## src/rtl/mmio_pkg.sv

```systemverilog
`default_nettype none
// ============================================================================
// Module      : mmio_pkg
// Description : Shared definitions for the mmio_responder peripheral:
//               register byte offsets, CTRL bit indices, timer state
//               encoding and the default window base address.
// Revision    : 1.0 - initial release
// ============================================================================
package mmio_pkg;

    // Default window base; the window is 64 bytes and must be 64-byte aligned.
    localparam logic [31:0] MMIO_BASE_ADDR_DEFAULT = 32'hFFFF_FFC0;

    // Register byte offsets inside the window.
    localparam logic [5:0] OFS_SCRATCH = 6'h00;
    localparam logic [5:0] OFS_CYCLE   = 6'h04;
    localparam logic [5:0] OFS_LOAD    = 6'h08;
    localparam logic [5:0] OFS_COUNT   = 6'h0C;
    localparam logic [5:0] OFS_CTRL    = 6'h10;
    localparam logic [5:0] OFS_STATUS  = 6'h14;

    // CTRL bit indices.
    localparam int CTRL_EN     = 0;
    localparam int CTRL_AUTO   = 1;
    localparam int CTRL_IRQ_EN = 2;

    // STATUS bit index.
    localparam int STATUS_EXPIRED = 0;

    // Timer state encoding.
    typedef enum logic [1:0] {
        TMR_IDLE = 2'd0,
        TMR_RUN  = 2'd1,
        TMR_DONE = 2'd2
    } tmr_state_e;

endpackage : mmio_pkg
`default_nettype wire

```

## src/rtl/mmio_timer.sv

```systemverilog
`default_nettype none
// ============================================================================
// Module      : mmio_timer
// Description : Countdown timer owned by mmio_responder. Holds the
//               IDLE/RUN/DONE state machine, the COUNT register and the
//               sticky expired flag.
// Ports       : clock    - clock, rising edge active
//               reset    - asynchronous active-low reset
//               load_val - reload value (LOAD register)
//               start    - CTRL written with en=1
//               stop     - CTRL written with en=0
//               auto     - CTRL.auto, reload on expiry instead of stopping
//               clr      - STATUS written with bit0=1
//               count    - current COUNT value
//               expired  - sticky expiry flag
// Revision    : 1.0 - initial release
// ============================================================================
module mmio_timer
    import mmio_pkg::*;
(
    input  logic        clock,
    input  logic        reset,
    input  logic [31:0] load_val,
    input  logic        start,
    input  logic        stop,
    input  logic        auto,
    input  logic        clr,
    output logic [31:0] count,
    output logic        expired
);

    localparam logic [1:0] c_ST_IDLE = TMR_IDLE;
    localparam logic [1:0] c_ST_RUN  = TMR_RUN;
    localparam logic [1:0] c_ST_DONE = TMR_DONE;

    logic [1:0]  r_state;
    logic [31:0] r_count;
    logic        r_expired;
    logic        w_expire;

    // A stop in the same cycle suppresses the expiry: the timer is leaving RUN.
    assign w_expire = (r_state == c_ST_RUN) && (r_count == 32'd0) && !stop;

    always_ff @(posedge clock or negedge reset) begin
        if (!reset) begin
            r_state   <= c_ST_IDLE;
            r_count   <= 32'd0;
            r_expired <= 1'b0;
        end else begin
            if (stop) begin
                // COUNT is frozen where it stands.
                r_state <= c_ST_IDLE;
            end else begin
                case (r_state)
                    c_ST_IDLE,
                    c_ST_DONE: begin
                        if (start) begin
                            r_count <= load_val;
                            r_state <= c_ST_RUN;
                        end
                    end
                    c_ST_RUN: begin
                        if (r_count == 32'd0) begin
                            if (auto) begin
                                r_count <= load_val;
                            end else begin
                                r_state <= c_ST_DONE;
                            end
                        end else begin
                            r_count <= r_count - 32'd1;
                        end
                    end
                    default: r_state <= c_ST_IDLE;
                endcase
            end

            // Expiry has priority over a software clear in the same cycle.
            if (w_expire) begin
                r_expired <= 1'b1;
            end else if (clr) begin
                r_expired <= 1'b0;
            end
        end
    end

    assign count   = r_count;
    assign expired = r_expired;

endmodule : mmio_timer
`default_nettype wire

```

## src/rtl/mmio_responder.sv

```systemverilog
`default_nettype none
// ============================================================================
// Module      : mmio_responder
// Description : Memory-mapped peripheral target on the CPU memory port.
//               Decodes a 64-byte window at BASE_ADDR holding SCRATCH,
//               a free-running CYCLE counter and a countdown timer
//               (LOAD/COUNT/CTRL/STATUS). Reads have one cycle of latency
//               like main memory; rd_hit tells the glue to select rdata.
// Ports       : clock  - clock, rising edge active
//               reset  - asynchronous active-low reset
//               addr   - byte address (addr[1:0] ignored)
//               wr     - write strobe
//               wdata  - store data, full word
//               rdata  - registered read data (0 on a miss)
//               rd_hit - registered: previous address was in the window
//               irq    - timer interrupt request
// Config      : MMIO_IRQ_EN - when defined, CTRL.irq_en is implemented and
//               irq = registered (expired & irq_en); otherwise irq is 0 and
//               CTRL bit2 is not writable.
// Revision    : 1.0 - initial release
// ============================================================================
module mmio_responder
    import mmio_pkg::*;
#(
    parameter logic [31:0] BASE_ADDR = MMIO_BASE_ADDR_DEFAULT
) (
    input  logic        clock,
    input  logic        reset,
    input  logic [31:0] addr,
    input  logic        wr,
    input  logic [31:0] wdata,
    output logic [31:0] rdata,
    output logic        rd_hit,
    output logic        irq
);

`ifdef MMIO_IRQ_EN
    localparam logic [2:0] c_CTRL_MASK = 3'b111;
`else
    localparam logic [2:0] c_CTRL_MASK = 3'b011;
`endif

    logic        w_hit;
    logic [5:0]  w_ofs;
    logic        w_wr;
    logic        w_wr_ctrl;
    logic        w_wr_status;
    logic        w_unused;
    logic [31:0] w_rdata_next;

    logic [31:0] r_scratch;
    logic [31:0] r_cycle;
    logic [31:0] r_load;
    logic [2:0]  r_ctrl;
    logic [31:0] r_rdata;
    logic        r_rd_hit;

    logic [31:0] w_count;
    logic        w_expired;

    // Word offset with the byte lane bits forced to zero.
    assign w_hit       = (addr[31:6] == BASE_ADDR[31:6]);
    assign w_ofs       = {addr[5:2], 2'b00};
    assign w_unused    = ^addr[1:0];
    assign w_wr        = wr & w_hit;
    assign w_wr_ctrl   = w_wr && (w_ofs == OFS_CTRL);
    assign w_wr_status = w_wr && (w_ofs == OFS_STATUS);

    always_ff @(posedge clock or negedge reset) begin
        if (!reset) begin
            r_scratch <= 32'd0;
            r_cycle   <= 32'd0;
            r_load    <= 32'd0;
            r_ctrl    <= 3'd0;
        end else begin
            r_cycle <= r_cycle + 32'd1;
            if (w_wr && (w_ofs == OFS_SCRATCH)) begin
                r_scratch <= wdata;
            end
            if (w_wr && (w_ofs == OFS_LOAD)) begin
                r_load <= wdata;
            end
            if (w_wr_ctrl) begin
                r_ctrl <= wdata[2:0] & c_CTRL_MASK;
            end
        end
    end

    mmio_timer u_timer (
        .clock    (clock),
        .reset    (reset),
        .load_val (r_load),
        .start    (w_wr_ctrl & wdata[CTRL_EN]),
        .stop     (w_wr_ctrl & ~wdata[CTRL_EN]),
        .auto     (r_ctrl[CTRL_AUTO]),
        .clr      (w_wr_status & wdata[STATUS_EXPIRED]),
        .count    (w_count),
        .expired  (w_expired)
    );

    // Read mux sees register values as they stand before the sampling edge,
    // so CYCLE reports the count at that edge.
    always_comb begin
        w_rdata_next = 32'd0;
        if (w_hit) begin
            case (w_ofs)
                OFS_SCRATCH: w_rdata_next = r_scratch;
                OFS_CYCLE:   w_rdata_next = r_cycle;
                OFS_LOAD:    w_rdata_next = r_load;
                OFS_COUNT:   w_rdata_next = w_count;
                OFS_CTRL:    w_rdata_next = {29'd0, r_ctrl};
                OFS_STATUS:  w_rdata_next = {31'd0, w_expired};
                default:     w_rdata_next = 32'd0;
            endcase
        end
    end

    always_ff @(posedge clock or negedge reset) begin
        if (!reset) begin
            r_rdata  <= 32'd0;
            r_rd_hit <= 1'b0;
        end else begin
            r_rdata  <= w_rdata_next;
            r_rd_hit <= w_hit;
        end
    end

    assign rdata  = r_rdata;
    assign rd_hit = r_rd_hit;

`ifdef MMIO_IRQ_EN
    logic r_irq;

    always_ff @(posedge clock or negedge reset) begin
        if (!reset) begin
            r_irq <= 1'b0;
        end else begin
            r_irq <= w_expired & r_ctrl[CTRL_IRQ_EN];
        end
    end

    assign irq = r_irq;
`else
    assign irq = 1'b0;
`endif

endmodule : mmio_responder
`default_nettype wire

```

## config.mk

```make
export PLATFORM = sky130hd
export DESIGN_NAME = mmio_responder
export DESIGN_NICKNAME = d
export VERILOG_FILES = /design/src/rtl/mmio_pkg.sv /design/src/rtl/mmio_timer.sv /design/src/rtl/mmio_responder.sv
export SDC_FILE = /design/constraint.sdc
export NUM_CORES = 1
export LEC_CHECK = 0
export ABC_AREA = 1
export CORE_UTILIZATION = 57
export DETAILED_ROUTE_END_ITERATION = 7
export PLACE_DENSITY = 0.81
export SYNTH_ARGS = -nofsm -noshare
export SYNTH_HDL_FRONTEND = slang
export SYNTH_HIERARCHICAL = 1
export SYNTH_SLANG_ARGS = --single-unit
```

## constraint.sdc

```tcl
create_clock -name clock -period 2.4 [get_ports clock]
set_clock_uncertainty 0.15 [all_clocks]
set_input_delay 0.48 -clock clock [delete_from_list [all_inputs] [get_ports clock]]
set_output_delay 0.48 -clock clock [all_outputs]
set_load 0.005 [all_outputs]
```

After elaboration in Yosys (flattened, before gate mapping):

Index checks and enable logic that the tools add are counted.

* register bits after elaboration: 166
* bits in latches: 0
* bits in writable memories: 0
* bits in read-only memories: 0
* input port bits: 67
* logic and storage cells: 58
* memories kept: 0

* $add $sub $neg: 2
* multiply operators: 0
* divide/modulo/power cells: 0
* $lt $le $gt $ge: 0
* equality and inequality tests: 13
* shift-type cells: 0
* muxes and demuxes: 13
* bitwise gates (word level): 6
* reduce and logical (&&, ||, !) cells: 15

Operator list (number)
* 32-bit one-hot mux with 6 select lines: 1
* 32-bit two-way mux: 4
* 32-bit one-hot mux with 2 select lines: 1
* 32-bit by 1-bit adder with 32-bit output (second input constant): 1
* 32-bit zero test: 1
* 32-bit by 1-bit subtractor with 32-bit output (second input constant): 1
* 26-bit equality test (second input constant): 1
* 4-bit by 2-bit equality test with 1-bit output (second input constant): 2
* 4-bit by 3-bit equality test with 1-bit output (second input constant): 2
* 2-bit two-way mux: 4
* 1-bit logical AND: 6
* 6-bit zero test: 1
* 3-bit by 2-bit != test with 1-bit output (second input constant): 2
* 1-bit bitwise AND: 4
* 4-bit by 1-bit equality test with 1-bit output (second input constant): 1
* 2-bit one-hot mux with 2 select lines: 1
* 4-bit AND reduction: 1
* 2-bit nonzero test: 2
* 3-bit by 1-bit != test with 1-bit output (second input constant): 1
* 3-bit != test (second input constant): 1
* 3-bit AND reduction: 1
* 2-bit by 1-bit equality test with 1-bit output (second input constant): 1
* 2-bit equality test (second input constant): 1
* 2-bit zero test: 1
* other kinds (5): 7

Logic depth before layout (Yosys ltp):

* depth in word-level cells: 7
* mapped depth: 14
* gate-level depth less buffers: 13

Hierarchy:

The synthesis kept the hierarchy.

By module, submodules not included
* mmio_responder: instances 1, cells each 859, area an instance 6438.7 sq um, sequential area each 3278.1 sq um
* mmio_timer: instances 1, cells each 447, area an instance 2755.1 sq um, sequential area each 875.8 sq um

Worst setup path after synthesis:

No wires, ideal clock.

* path type: input port to flip-flop
* from: input addr[21]
* to: register u_timer.r_count[16], in the netlist u_timer/count[16]
* arrival: 1.909 ns
* data required time: 2.133 ns
* setup slack: 0.224 ns
* stages: 13
* path through: nand2_1 nor2_1 nand2_1 nor2_2 nand2_2 nor2_4 buf_6 nand2_1 nor2_1 nand3_1 clkbuf_1 nand3_1 nand2_1

* word-level cells in the longest chain between the ends: 6

RTL lines
* start: declaration: line mmio_responder.sv:29 `input logic [31:0] addr,`
* 26-bit equality test (*): line mmio_responder.sv:62 `assign w_hit = (addr[31:6] == BASE_ADDR[31:6]);`
* 1-bit bitwise AND (*): line mmio_responder.sv:65 `assign w_wr = wr & w_hit;`
* 1-bit logical AND (*): line mmio_responder.sv:66 `assign w_wr_ctrl = w_wr && (w_ofs == OFS_CTRL);`
* 1-bit bitwise AND, on equally long branches: line mmio_responder.sv:93, mmio_responder.sv:94
* 2-bit by 1-bit != test with 1-bit output (no source line) or 1-bit inverter (tied branches)
* 4-bit AND reduction (no source line) (*)
* end signal: assignment: line mmio_timer.sv:58 `r_count <= load_val;`
* end signal: assignment: line mmio_timer.sv:65 `r_count <= load_val;`
* end signal: assignment: line mmio_timer.sv:70 `r_count <= r_count - 32'd1;`
* end: declaration: line mmio_timer.sv:37 `logic [31:0] r_count;`

Mark *: on every way between the ends. The rest lies on a longest branch, timed or not.
A chain may end at the register's enable or synchronous reset.

Final worst setup path:

* from: input addr[9]
* to: register u_timer.r_count[10], in the netlist u_timer/count[10]

The elaborated chain is that of the path after synthesis.

==> flow_summary.ini <==
[setup_path]
critical_path.max_stage_delay_ns = 0.46
cp_cell_sequence = clkdlybuf4s50_1 > nand2_1 > nor2_1 > nand2_1 > nor2_4 > nand2_2 > nor2_4 > nand2_1 > nor2_2 > nand3_4 > buf_4 > nand3_1 > nand2_1
worst-setup-path-type = primary input to register
worstSetupStartpoint = addr[9]
cpLargestDelayFamily = simple AND/OR/NAND/NOR gates
timing.critical_path.required_ns = 2.57
crit_path_top_delay_cell = sky130_fd_sc_hd__clkdlybuf4s50_1
reg2reg_from = u_timer/count[26]
cell_seen_most_often_among_critical_path_stages = sky130_fd_sc_hd__nand2_1
crit_buf_inv = 2
cp-start-kind = primary input
cp_max_fanout = 16
critical_path_end_type = register
cp_data_arrival_time_ns = 2.42

[floorplan]
floorplan.die.width_um = 129
dieHeight_um = 129
initial_utilization_pct = 58.1
io_pins = 101
dieArea_um2 = 16600
core_area_um2 = 15800
placementRows = 46

[clock_tree]
cts_made_buffers = 17
clock-root-buffer = sky130_fd_sc_hd__clkbuf_16
h-tree-depth = 4
clkLatencyLatePin_ns = 0.44
cts_setup_buffers = 0
cts_tree = yes
clockBufferDepth = 2
path_clk_slew_ns = 0.07
clock_sink_count = 166

[detailed_routing]
drt_iter0_drc = 1099
viasPerCell = 5.54
post-route-drc-count = 0
wl_mm = 27.3
drt.antenna.violating_nets = 0
vias = 9180
wl_per_cell_um = 16.5
drtPass1Iterations = 5

[global_routing]
grt_max_degree = 53
grt_usage_pct = 34.7
initial_antenna_violation_count = 0
global_route.overflow_total = 0
grt_pass1_vias = 8727
wire_length_of_the_first_global_routing_pass_mm = 43.9

[logic_synthesis]
synth_area_per_cell_um2 = 7.04
synth_cell_types = 26
post_synth_instance_area_um2 = 9190
asyncSetResetFlopFracSynth_pct = 100
syn_nets = 1376
synth_ff_type = sky130_fd_sc_hd__dfrtp_1
postSynthRegisterBits = 166
ys.warnings.count = 6
synthCells = 1306
synth-edff-count = 0
synth_sequential_area_ratio_pct = 45.2

[place]
place.port_buffers = 97
place_hpwl_mm = 19.4
gp_congestion = 0.945

[layout]
finish.net_count = 1499
diodes = 0
combined_area_of_the_multi_input_logic_cells_um2 = 4470
final-seq-area_um2 = 4150
post_route_cells_drive_above_1_share_pct = 8.18
syn2layout_area_growth_pct = 23.6
final.fill_count = 1228

[sta]
slew_violations = 0
setup_violations = 0
fin_tns_setup_ns = 0
max_clock_freq_ghz = 0.446
relSlewSlack_pct = 65.2
rsz0062_at_grt = no
hold_viol_final = 0
fin_crit_sh_pct = 93.4
fin_hold_ws_ns = 0.333
tightest_slew_ns = 0.518
timing.final.crit_period_ns = 2.24

[power_and_ir_drop]
power.static_leakage_uw = 0.00603
powerDensity_nw_per_um2 = 517
vdd.ir_drop.worst_uv = 542

[worst_hold_path]
worst_hold_path_type = register to register
hold_path.startpoint = r_scratch[28]

[outcome]
outcome = completed

[run]
drv_cap = 0
worst reg2reg max path: stages, from the launching register on:
cell	delay, ns
sky130_fd_sc_hd__dfrtp_1	0.46
sky130_fd_sc_hd__nor2_1	0.22
sky130_fd_sc_hd__nand2_1	0.08
sky130_fd_sc_hd__nor2_1	0.13
sky130_fd_sc_hd__nand3_1	0.19
sky130_fd_sc_hd__nor2_4	0.20
sky130_fd_sc_hd__nand2_2	0.08
sky130_fd_sc_hd__nand2_4	0.15
sky130_fd_sc_hd__nand2_4	0.19
sky130_fd_sc_hd__nand2_1	0.13
sky130_fd_sc_hd__nand2_1	0.06
Yosys cell counts (3+ instances only):
| cell type | number | area [µm²] |
|---|---|---|
| sky130_fd_sc_hd__a21oi_1 | 3 | 15.0 |
| sky130_fd_sc_hd__xor2_1 | 31 | 272 |
| sky130_fd_sc_hd__buf_2 | 18 | 90.1 |
| sky130_fd_sc_hd__nand3_1 | 148 | 741 |
| sky130_fd_sc_hd__nor2_4 | 7 | 78.8 |
| sky130_fd_sc_hd__dfrtp_1 | 166 | 4150 |
| sky130_fd_sc_hd__ha_1 | 3 | 37.5 |
| sky130_fd_sc_hd__nand4_1 | 17 | 106 |
| sky130_fd_sc_hd__buf_6 | 8 | 90.1 |
| sky130_fd_sc_hd__nand2_1 | 555 | 2080 |
| sky130_fd_sc_hd__o21ai_0 | 29 | 145 |
| sky130_fd_sc_hd__nor3_1 | 9 | 45.0 |
| sky130_fd_sc_hd__nand2_2 | 3 | 18.8 |
| sky130_fd_sc_hd__nor2_1 | 171 | 642 |
| sky130_fd_sc_hd__xnor2_1 | 5 | 43.8 |
| sky130_fd_sc_hd__inv_1 | 77 | 289 |
| sky130_fd_sc_hd__buf_4 | 14 | 105 |
| sky130_fd_sc_hd__clkbuf_1 | 12 | 45.0 |
| sky130_fd_sc_hd__nor2_2 | 7 | 43.8 |
| sky130_fd_sc_hd__nand3b_1 | 3 | 22.5 |
| sky130_fd_sc_hd__o21ai_1 | 14 | 70.1 |
path summary, 6_finish.rpt:
path / end / slack, ns / depth (start not counted)
max: u_timer/count[10] / 0.16 / 13
min: r_scratch[28] / 0.33 / 2
max reg2reg: u_timer/count[5] / 0.25 / 10
min reg2reg: r_scratch[28] / 0.33 / 2
max in group asynchronous: r_scratch[25] / 1.09 / 3
min in group asynchronous: r_load[4] / 0.39 / 2
report_power, final:
group          internal (µW)  switching (µW)  total, µW
Combinational            145             155        300
Clock                   1500            1270       2780
Sequential              2800       0.0000263       2800
Total                   4450            1430       5870
sequential cells by signal, indices dropped and copies added, names as in the netlist:
register / count
r_scratch: 32
rdata: 32
rd_hit: 1
u_timer/count: 32
r_ctrl: 2
u_timer/r_state: 2
r_cycle: 32
u_timer/expired: 1
r_load: 32
routing by layer:
| layer | part of all wire (%) | track usage, % | up-vias |
|---|---|---|---|
| met4 | 2.6 | 14.6 | 0 |
| li1 | - | - | 4333 |
| met3 | 9.7 | 7.94 | 62 |
| met2 | 47 | 55.2 | 467 |
| met1 | 40 | 45.9 | 4318 |
| met5 | 0 | 0 | - |
logic make-up (layout without fill, tap and decap cells):
logic type      Yosys count  after routing  synth area share [%]
buf+inv                 130            265                  6.78
compound gates           47             47                  2.68
simple gates            923            924                  41.5
flops                   166            166                  45.2
fa+ha+maj                 3              3                 0.408
xor+xnor                 36             36                  3.43
other cells               1              1                0.0408
layout make-up:
cell class                 instances  share of cell area (%)
clock buffer                      18                    3.86
tap                              216                    2.38
clock inverter                    14                    1.35
sequential                       166                    36.5
inverter                          78                    2.58
timing repair buffer             155                    13.9
multi-input combinational       1011                    39.3
layout by cell type (no fill, tap or decap), types with 9 or more instances in the layout:
| master | n |
|---|---|
| sky130_fd_sc_hd__nand2_1 | 555 |
| sky130_fd_sc_hd__nor2_2 | 10 |
| sky130_fd_sc_hd__xor2_1 | 31 |
| sky130_fd_sc_hd__buf_12 | 14 |
| sky130_fd_sc_hd__clkbuf_16 | 17 |
| sky130_fd_sc_hd__nor2_1 | 167 |
| sky130_fd_sc_hd__o21ai_1 | 14 |
| sky130_fd_sc_hd__nand4_1 | 17 |
| sky130_fd_sc_hd__dfrtp_1 | 166 |
| sky130_fd_sc_hd__nor3_1 | 9 |
| sky130_fd_sc_hd__o21ai_0 | 29 |
| sky130_fd_sc_hd__clkdlybuf4s50_1 | 96 |
| sky130_fd_sc_hd__buf_4 | 43 |
| sky130_fd_sc_hd__nand3_1 | 147 |
| sky130_fd_sc_hd__inv_1 | 77 |
repair_timing:
action | in CTS | in global routing
endpoints found under the setup margin | 0 | 32
resized for setup | 0 | 5
endpoints found under the hold margin | 32 | 0
hold buffers | 1 | 0
per-stage QoR:
step | area (µm²) | power, µW | util [%] | setup slack [ns] | std cells
floorplan | 9190 | 2900 | - | 0.224 | 1306
global placement | 10700 | 3140 | 67.8 | -0.296 | 1624
detailed placement | 10700 | 3150 | 67.8 | -0.383 | 1624
CTS | 11300 | 5880 | 71.6 | 0.0690 | 1657
global route | 11400 | 6010 | 71.8 | 0.0238 | 1658
finish | 11400 | 5870 | 71.8 | 0.158 | 1658
(Power assumes the default switching activity.)
